### config.mk
export PLATFORM = sky130hd
export DESIGN_NAME = vector_lane_packer
export DESIGN_NICKNAME = d
export VERILOG_FILES = /design/src/rtl/vpack_pkg.sv /design/src/rtl/vpack_lane_insert.sv /design/src/rtl/vector_lane_packer.sv
export SDC_FILE = /design/constraint.sdc
export NUM_CORES = 1
export LEC_CHECK = 0
export CAP_MARGIN = 0
export CORE_UTILIZATION = 40
export DETAILED_ROUTE_END_ITERATION = 12
export GPL_TIMING_DRIVEN = 0
export PLACE_DENSITY_LB_ADDON = 0.25
export SYNTH_ARGS = -nofsm -noshare
export SYNTH_HDL_FRONTEND = slang
export SYNTH_HIERARCHICAL = 1
export SYNTH_SLANG_ARGS = --single-unit
### constraint.sdc
create_clock -name clk -period 2.1 [get_ports clk]
set_clock_uncertainty 0.2 [all_clocks]
set_input_delay 0.525 -clock clk [delete_from_list [all_inputs] [get_ports clk]]
set_output_delay 0.525 -clock clk [all_outputs]
set_load 0.02 [all_outputs]
### src/rtl/vpack_pkg.sv
// Shared types and default geometry for the vector lane packer.
package vpack_pkg;

  localparam int VEC_W  = 128;
  localparam int LANE_W = 32;
  localparam int LANES  = VEC_W / LANE_W;

  typedef logic [$clog2(LANES)-1:0] lane_idx_t;

  typedef enum logic {
    FILL = 1'b0,
    HOLD = 1'b1
  } vpack_state_t;

endpackage

### src/rtl/vpack_lane_insert.sv
// Combinational lane insert: replaces the N-bit slice selected by idx
// inside a V-bit accumulator with a new scalar word.
module vpack_lane_insert
  import vpack_pkg::*;
#(
  parameter int V     = VEC_W,
  parameter int N     = LANE_W,
  parameter int IDX_W = $clog2(V / N)
) (
  input  logic [V-1:0]     acc,
  input  logic [N-1:0]     word,
  input  logic [IDX_W-1:0] idx,
  output logic [V-1:0]     acc_out
);

  // Pass the accumulator through and overwrite only the addressed lane.
  always_comb begin
    acc_out = acc;
    acc_out[idx*N +: N] = word;
  end

endmodule

### src/rtl/vector_lane_packer.sv
// Packs scalar words, one per handshake, into V-bit vectors (lane 0 in the
// low bits) and presents each finished vector on a registered valid/ready port.
// Optional feature macro: VPACK_PARTIAL_FLUSH_EN -- when defined, an accepted
// word with in_last=1 closes the vector early with out_lanes = lanes written.
module vector_lane_packer
  import vpack_pkg::*;
#(
  parameter int V = VEC_W,
  parameter int N = LANE_W
) (
  input  logic                    clk,
  input  logic                    rst,
  input  logic                    in_valid,
  output logic                    in_ready,
  input  logic [N-1:0]            in_data,
  input  logic                    in_last,
  output logic                    out_valid,
  input  logic                    out_ready,
  output logic [V-1:0]            out_vec,
  output logic [$clog2(V/N):0]    out_lanes,
  output logic [$clog2(V/N)-1:0]  lane_cnt
);

  localparam int LANES_P = V / N;
  localparam int IDX_W   = $clog2(LANES_P);
  localparam int CNT_W   = IDX_W + 1;

  if (V % N != 0) begin : g_bad_geometry
    $error("vector_lane_packer: V must be an integer multiple of N");
  end

  vpack_state_t     state_q, state_d;
  logic [IDX_W-1:0] lane_cnt_q, lane_cnt_d;
  logic [V-1:0]     acc_q, acc_d;
  logic [V-1:0]     out_vec_q, out_vec_d;
  logic [CNT_W-1:0] out_lanes_q, out_lanes_d;
  logic [V-1:0]     acc_ins;
  logic             close_vec;

`ifndef VPACK_PARTIAL_FLUSH_EN
  logic unused_in_last;
  assign unused_in_last = in_last;
`endif

  vpack_lane_insert #(
    .V     (V),
    .N     (N),
    .IDX_W (IDX_W)
  ) u_insert (
    .acc     (acc_q),
    .word    (in_data),
    .idx     (lane_cnt_q),
    .acc_out (acc_ins)
  );

  // State, lane counter, accumulator and output registers; reset discards everything.
  always_ff @(posedge clk) begin
    if (rst) begin
      state_q     <= FILL;
      lane_cnt_q  <= '0;
      acc_q       <= '0;
      out_vec_q   <= '0;
      out_lanes_q <= '0;
    end else begin
      state_q     <= state_d;
      lane_cnt_q  <= lane_cnt_d;
      acc_q       <= acc_d;
      out_vec_q   <= out_vec_d;
      out_lanes_q <= out_lanes_d;
    end
  end

  // Next-state logic: fill lanes in FILL, park the finished vector in HOLD.
  always_comb begin
    state_d     = state_q;
    lane_cnt_d  = lane_cnt_q;
    acc_d       = acc_q;
    out_vec_d   = out_vec_q;
    out_lanes_d = out_lanes_q;
`ifdef VPACK_PARTIAL_FLUSH_EN
    close_vec   = (lane_cnt_q == IDX_W'(LANES_P - 1)) || in_last;
`else
    close_vec   = (lane_cnt_q == IDX_W'(LANES_P - 1));
`endif
    unique case (state_q)
      FILL: begin
        if (in_valid) begin
          if (close_vec) begin
            // Accumulator clears so unfilled lanes of the next vector read zero.
            out_vec_d   = acc_ins;
            out_lanes_d = CNT_W'(lane_cnt_q) + CNT_W'(1);
            acc_d       = '0;
            lane_cnt_d  = '0;
            state_d     = HOLD;
          end else begin
            acc_d       = acc_ins;
            lane_cnt_d  = lane_cnt_q + IDX_W'(1);
          end
        end
      end
      HOLD: begin
        if (out_ready) begin
          state_d = FILL;
        end
      end
      default: state_d = FILL;
    endcase
  end

  assign in_ready  = (state_q == FILL);
  assign out_valid = (state_q == HOLD);
  assign out_vec   = out_vec_q;
  assign out_lanes = out_lanes_q;
  assign lane_cnt  = lane_cnt_q;

endmodule

==> results of run 1 <==
-- critical path: stages, from the launching register on --
cell and delay (ns):
dfxtp_4 0.38, inv_4 0.05, ha_4 0.30, and4bb_1 0.24
buf_6 0.15, buf_12 0.13, buf_16 0.12, a22o_1 0.20
nand3b_1 0.09, a21oi_1 0.06
-- layout by cell type (no fill, tap or decap), drive strengths merged --
cell	instances
a211oi	1
a21oi	261
a22o	86
and2b	1
and3b	1
and4b	1
and4bb	1
buf	82
bufinv	4
clkbuf	100
clkdlybuf4s15	2
clkdlybuf4s50	34
clkinv	9
clkinvlp	4
dfxtp	262
diode	1
dlygate4sd2	133
ha	7
inv	39
nand2	391
nand2b	7
nand3	32
nand3b	129
nand4b	1
nand4bb	1
nor2	1
nor4bb	1
o22ai	32
o2bb2ai	10
or3	2
-- power breakdown --
part	switching (uW)	internal, uW
combinational	651	333
clock	2110	3160
sequential	23.6	5010
total	2780	8510
-- registers in the layout, summed over array words and instances (netlist names) --
register,flops
lane_cnt,2
acc_q,128
out_vec,128
out_lanes,3
out_valid,1
-- cell usage after synthesis --
| library cell | number | area [um^2] |
|---|---|---|
| nand2_1 | 391 | 1470 |
| dfxtp_1 | 262 | 5250 |
| a21oi_1 | 261 | 1310 |
| nand3b_1 | 128 | 961 |
| a22o_1 | 86 | 753 |
| clkbuf_1 | 61 | 229 |
| inv_1 | 37 | 139 |
| buf_2 | 35 | 175 |
| nand3_1 | 32 | 160 |
| o22ai_2 | 30 | 375 |
| buf_4 | 21 | 158 |
| buf_6 | 17 | 191 |
| o2bb2ai_1 | 10 | 87.6 |
| ha_1 | 7 | 87.6 |
| nand2b_1 | 7 | 43.8 |
| o22ai_1 | 2 | 12.5 |
| or3_1 | 2 | 12.5 |
| a211oi_1 | 1 | 7.51 |
| and2b_1 | 1 | 7.51 |
| and3b_1 | 1 | 8.76 |
| and4b_1 | 1 | 10.0 |
| and4bb_1 | 1 | 12.5 |
| buf_8 | 1 | 15.0 |
| inv_2 | 1 | 3.75 |
| nand3b_2 | 1 | 11.3 |
| nand4b_1 | 1 | 8.76 |
| nand4bb_1 | 1 | 11.3 |
| nor2_1 | 1 | 3.75 |
| nor4bb_1 | 1 | 10.0 |
-- cell type report --
cell class | instances | area (um^2) | share of cell area (%)
Tap cell | 378 | 473 | 3.19
Inverter | 38 | 145 | 0.979
Antenna cell | 1 | 2.50 | 0.0169
Sequential cell | 262 | 5250 | 35.4
Buffer | 133 | 836 | 5.64
Clock buffer | 35 | 788 | 5.31
Multi-Input combinational cell | 966 | 5420 | 36.6
Clock inverter | 18 | 208 | 1.40
Timing Repair Buffer | 183 | 1700 | 11.5
-- layer usage --
metal  routed length (um)  GRT usage (%)  up-vias  share of wire [%]
met5                    0              0        -                  0
met4                 1810           10.8        0                4.8
met3                 2860           2.99       91                7.5
met2                16400           38.8      406                 43
met1                16900           35.4     5223                 45
li1                     -              -     5236                  -
-- through the flow --
step	worst slack, ns	utilization [%]	instances
floorplan	0.0123	-	1401
CTS	-0.00176	52.3	2012
global route	-0.0316	52.8	2013
global placement	-0.175	48.7	1948
finish	0.0198	52.8	2014
detailed placement	-0.226	48.7	1948
-- worst paths after layout --
| check | startpoint | end | slack [ns] | depth (start not counted) |
|---|---|---|---|---|
| worst max-delay path | lane_cnt[1]$_SDFFE_PP0P_ | acc_q[112]$_SDFFE_PP0P_ | 0.02 | 9 |
| worst min-delay path | acc_q[81]$_SDFFE_PP0P_ | acc_q[81]$_SDFFE_PP0P_ | 0.25 | 2 |
| worst max register to register | lane_cnt[1]$_SDFFE_PP0P_ | acc_q[112]$_SDFFE_PP0P_ | 0.02 | 9 |
| worst min register to register | acc_q[81]$_SDFFE_PP0P_ | acc_q[81]$_SDFFE_PP0P_ | 0.25 | 2 |
-- cells by family after synthesis --
logic type	synth area share [%]
and+or+nand+nor	23.7
AOI/OAI and AO/OA	22.1
DFF	45.6
buffers and inverters	7.91
adders and majority gates	0.761
-- repair_timing --
item / 4_1_cts / 5_1_grt
gates cloned: 3 / 0
pin swaps: 11 / 7
setup endpoints to repair: 361 / 239
gates resized for setup: 156 / 65
hold endpoints to repair: 0 / 0
setup buffers: 8 / 3
hold buffers: 0 / 0
==> metrics.md, run 1 <==
| Metric | Value |
|---|---|
| Status | finished clean |
| Cells after Synth | 1401 |
| Layout Nets | 1657 |
| First-pass GRT wire length | 57300 um |
| Hold Crit Class | reg -> reg |
| Net Count, Synth | 1445 |
| Register area share after synthesis | 45.6% |
| GP Congestion | 0.836 |
| VDD IR-drop max | 0.555 mV |
| Remaining DRCs | 0 |
| CTS max path bufs | 3 |
| Critical path type | reg -> reg |
| Cell Pwr Density | 761 mW/mm^2 |
| Max_slew headroom | 40.9% |
| DP Area | 0.0137 mm^2 |
| Worst setup SP type | register |
| Clk_lat worst skew | 0.54 ns |
| Final Max Slew Viols | 0 |
| Final min period | 2.08 ns |
| Die Area | 0.0295 mm^2 |
| Layout area overhead | 28.8% |
| Mean post-synth cell area | 8.22 um^2 |
| DR WL/cell | 18.8 um |
| Clock Pin Slew Worst Setup and Hold Paths | 0.07 ns |
| Vias in the first global route | 10200 |
| Initial DRC count | 926 |
| FILL cells | 2729 |
| Peak Freq | 481 MHz |
| RSZ-0062 raised after global routing | true |
| Worst Path Max Fanout | 9 |
| Power Total | 11300 uW |
| Layout Cell Area excl Fill | 0.0148 mm^2 |
| Worst hold margin | 0.250 ns |
| CTS tree | yes |
| Critical Path Sink Type | register |
| Total track usage | 25.2% |
| Initial antenna violation count | 0 |
| CTS Buf Count | 29 |
| DRT Pass-1 Iters | 5 |
| Total global routing overflow | 0 |
| Die Height | 172 um |
| Synth warnings | 6 |
| Top-level I/O count | 172 |
| Leak | 0.00556 uW |
| H-tree depth | 1 |
| Row cnt | 61 |
| Clock Sinks | 262 |
| Worst-margin pin slew | 0.886 ns |
| Synthesized area | 0.0115 mm^2 |
| Die Wd | 172 um |
| Post-route clock period utilization | 99.1% |
| CTS root buffer | clkbuf_16 |
| # port buffers | 169 |
| Fin. Hold Viols | 0 |
| WP data arrival | 2.29 ns |
| Worst endpoint required time | 2.30 ns |
| Initial Utilization | 41.0% |
| # Max-Cap Violations | 0 |
| Largest net degree at the start of global routing | 15 |
| Sum Neg Setup Slack | 0 ns |
| DR vias/cell | 5.44 |
| Core Region | 0.0281 mm^2 |
| Detail Route Antenna Nets | 0 |
| Via count | 11000 |
| Share of cells above drive strength 1 | 12.9% |
| Cell variety after synth | 29 |
| # setup viols final | 0 |
| Hpwl dp | 26200 um |
| Synth Register Bits | 262 |
| Drt total wl | 37900 um |
(Power assumes the default switching activity.)
==> run 2, diff against run 1 <==
GPL_ROUTABILITY_DRIVEN = 0   (was default)
clock period = 1.8 ns   (was 2.1 ns; I/O delays follow)
==> run 2 against run 1 <==
Against the previous run: the run now ends with negative setup slack left; combinational power up 38%; worst hold slack about the same; fmax grew 3.3%; total power increased by 16%; clock-buffer cell count grew 10; critical path type unchanged; critical endpoint is now acc_q[19]$_SDFFE_PP0P_; highest routed layer unchanged.
==> metrics.md, run 2 (synthesis gave the netlist of run 1 again) <==
| Metric | Value |
|---|---|
| Fin. Hold Viols | 0 (unchanged) |
| Peak Freq | 496 MHz (was 481 MHz) |
| Min-Delay Path Depth | 2 (unchanged) |
| Detail Route Antenna Nets | 0 (unchanged) |
| Initial Utilization | 41.0% (unchanged) |
| Top-level I/O count | 172 (unchanged) |
| Hold Crit Class | reg -> reg (unchanged) |
| Clock share of power | 44.8% (was 46.7%) |
| Core Region | 0.0281 mm^2 (unchanged) |
| CP max stage delay | 0.38 ns (about the same) |
| Hold_buf cts | 0 (unchanged) |
| Final Max Slew Viols | 0 (unchanged) |
| RR Startpoint | lane_cnt[0]$_SDFFE_PP0P_ (was lane_cnt[1]$_SDFFE_PP0P_) |
| CTS max path bufs | 3 (unchanged) |
| Via count | 11000 (about the same) |
| Die Height | 172 um (unchanged) |
| CTS Buf Count | 29 (unchanged) |
| Hold endpoint | acc_q[72]$_SDFFE_PP0P_ (was acc_q[81]$_SDFFE_PP0P_) |
| Critical Path Sink Type | register (unchanged) |
| First-pass GRT wire length | 58200 um (was 57300 um) |
| WP data arrival | 2.29 ns (about the same) |
| Post-route clock period utilization | 112% (was 99.1%) |
| Cell Chain, Critical Path | inv_4 -> ha_4 -> nor4bb_4 -> buf_6 -> buf_6 -> a22o_1 -> nand3b_1 -> a21oi_2 (was inv_4 -> ha_4 -> and4bb_1 -> buf_6 -> buf_12 -> buf_16 -> a22o_1 -> nand3b_1 -> a21oi_1) |
| Most common cell after layout, fill and taps aside | nand2_1 (unchanged) |
| Placed Cells | 1948 (unchanged) |
| Initial DRC count | 965 (was 926) |
| # setup viols final | 255 (was 0) |
| CTS tree | yes (unchanged) |
| DRT Pass-1 Iters | 5 (unchanged) |
| Most frequent CP cell | buf_6 |
| Remaining DRCs | 0 (unchanged) |
| Most frequent cells in the layout | 376 x nand2_1, 259 x dfxtp_1, 195 x a21oi_1 (was 391 x nand2_1, 259 x dfxtp_1, 256 x a21oi_1) |
| DR vias/cell | 5.43 (was 5.44) |
| Layout area overhead | 33.1% (was 28.8%) |
| RSZ-0062 raised after global routing | true (unchanged) |
| Hpwl dp | 26600 um (was 26200 um) |
| Max_slew headroom | 34.2% (was 40.9%) |
| Critical-path cell with the highest stage delay | dfxtp_4 (unchanged) |
| Worst R2R Setup Slack | -0.21 ns (was 0.02 ns) |
| DR WL/cell | 19.3 um (was 18.8 um) |
| Clock Sinks | 262 (unchanged) |
| Row cnt | 61 (unchanged) |
| Share of power burned in registers | 44.8% (was 44.6%) |
| Status | complete, but fails checks (was finished clean) |
| Drt total wl | 39000 um (was 37900 um) |
| Post-route setup slack | -0.215 ns (was 0.0198 ns) |
| Die Wd | 172 um (unchanged) |
| Critical path type | reg -> reg (unchanged) |
| P_int | 9830 uW (was 8510 uW) |
| Combinational share of power | 10.4% (was 8.7%) |
| Worst setup SP type | register (unchanged) |
| Leak | 0.00533 uW (was 0.00556 uW) |
| CTS root buffer | clkbuf_16 (unchanged) |
| Largest net degree at the start of global routing | 14 (was 15) |
| Clock Pin Slew Worst Setup and Hold Paths | 0.06 ns (was 0.07 ns) |
| Cell Pwr Density | 855 mW/mm^2 (was 761 mW/mm^2) |
| Final min period | 2.01 ns (was 2.08 ns) |
| Power Total | 13100 uW (was 11300 uW) |
| Worst-margin pin slew | 0.987 ns (was 0.886 ns) |
| Worst endpoint required time | 2.07 ns (was 2.30 ns) |
| Switching Fraction | 25.0% (was 24.7%) |
| Total track usage | 25.8% (was 25.2%) |
| Worst Path Max Fanout | 6 (was 9) |
| R2r endpoint | acc_q[19]$_SDFFE_PP0P_ (was acc_q[112]$_SDFFE_PP0P_) |
| VDD IR-drop max | 0.689 mV (was 0.555 mV) |
| FF-to-FF path depth | 8 (was 9) |
| Die Area | 0.0295 mm^2 (unchanged) |
| Share of cells above drive strength 1 | 28.0% (was 12.9%) |
| Initial antenna violation count | 1 (was 0) |
| FILL cells | 2717 (was 2729) |
| Vias in the first global route | 10300 (was 10200) |
| # Max-Cap Violations | 0 (unchanged) |
| P_sw | 3270 uW (was 2780 uW) |
| CP top delay family | buffers and inverters (unchanged) |
| Crit path buf inv count | 3 (was 4) |
| Clk_lat worst skew | 0.54 ns (about the same) |
| Hold path startpoint | acc_q[72]$_SDFFE_PP0P_ (was acc_q[81]$_SDFFE_PP0P_) |
| Total global routing overflow | 0 (unchanged) |
| Violated checks | negative setup slack |
| Layout Nets | 1665 (was 1657) |
| # port buffers | 169 (unchanged) |
| Final cell count without fillers | 2021 (was 2014) |
| H-tree depth | 1 (unchanged) |
run 2: cell types whose count changed in the layout (fill, tap and decap cells not counted), sizes merged:
| cell | change |
|---|---|
| clkinv | -4 |
| dlygate4sd2 | -133 |
| clkbuf | +5 |
| buf | +140 |
| bufbuf | +1 |
| clkinvlp | -3 |
| inv | -1 |
| clkdlybuf4s15 | +5 |
| bufinv | -3 |
run 2: how the worst max path moves through the flow:
stage                             start                     end  slack [ns]  cells after the start
6_report       lane_cnt[0]$_SDFFE_PP0P_  acc_q[19]$_SDFFE_PP0P_       -0.21                      8
5_1_grt        lane_cnt[0]$_SDFFE_PP0P_   acc_q[9]$_SDFFE_PP0P_       -0.28                      8
4_1_cts        lane_cnt[0]$_SDFFE_PP0P_  acc_q[21]$_SDFFE_PP0P_       -0.18                      8
3_5_place_dp                        rst   acc_q[9]$_SDFFE_PP0P_       -0.50                      4
3_3_place_gp                        rst   acc_q[5]$_SDFFE_PP0P_       -0.51                      4
2_1_floorplan  lane_cnt[0]$_SDFFE_PP0P_  acc_q[10]$_SDFFE_PP0P_       -0.15                      9
run 2: layout make-up:
type                    instances  area (um^2)  share of cell area [%]
multi-input cells             966         6210                    40.6
repair buffers                191         1350                    8.81
clock inverters                 7         62.6                   0.408
plain buffers                 133          935                    6.10
well taps                     378          473                    3.09
clock buffers                  45          886                    5.78
diodes                          1         2.50                  0.0163
flip-flops and latches        262         5260                    34.3
inverters                      38          145                   0.947
run 2: layer usage:
| metal | routed length (um) | track usage, % | vias to the layer above |
|---|---|---|---|
| li1 | - | - | 5242 |
| met1 | 16900 | 34.8 | 5235 |
| met2 | 17300 | 40.6 | 427 |
| met3 | 3150 | 4.19 | 79 |
| met4 | 1620 | 10.7 | 0 |
| met5 | 0 | 0 | - |
run 2: what timing repair did:
action | in CTS | in global routing
gates resized for setup | 590 | 202
pin swaps | 33 | 69
endpoints found under the setup margin | 391 | 319
setup buffers | 14 | 0
cloned | 6 | 2
run 2: power groups by stage:
stage | sequential (uW) | combinational, uW | clock [uW]
after floorplan | 6010 | 639 | 0
after global placement | 6000 | 1070 | 0
after detailed placement | 6010 | 1070 | 0
after CTS | 5870 | 1270 | 5940
after global routing | 5870 | 1420 | 6190
final | 5870 | 1360 | 5870
run 2: through the flow:
step                setup slack, ns  hold WS [ns]  TNS, ns  utilization (%)  instance area [um^2]
floorplan                    -0.148         0.232   -20.85                -                 11600
global placement             -0.506         0.237   -96.58             48.9                 13700
detailed placement           -0.505         0.244   -97.76             48.9                 13700
CTS                          -0.178         0.252   -27.96             53.7                 15100
global route                 -0.277         0.264   -44.15             54.6                 15300
finish                       -0.215         0.249   -30.26             54.6                 15300
run 2: worst reg2reg max path, stage by stage, from the launching register on:
cell      delay [ns]
dfxtp_4         0.38
inv_4           0.05
ha_4            0.27
nor4bb_4        0.28
buf_6           0.21
buf_6           0.15
a22o_1          0.18
nand3b_1        0.11
a21oi_2         0.12
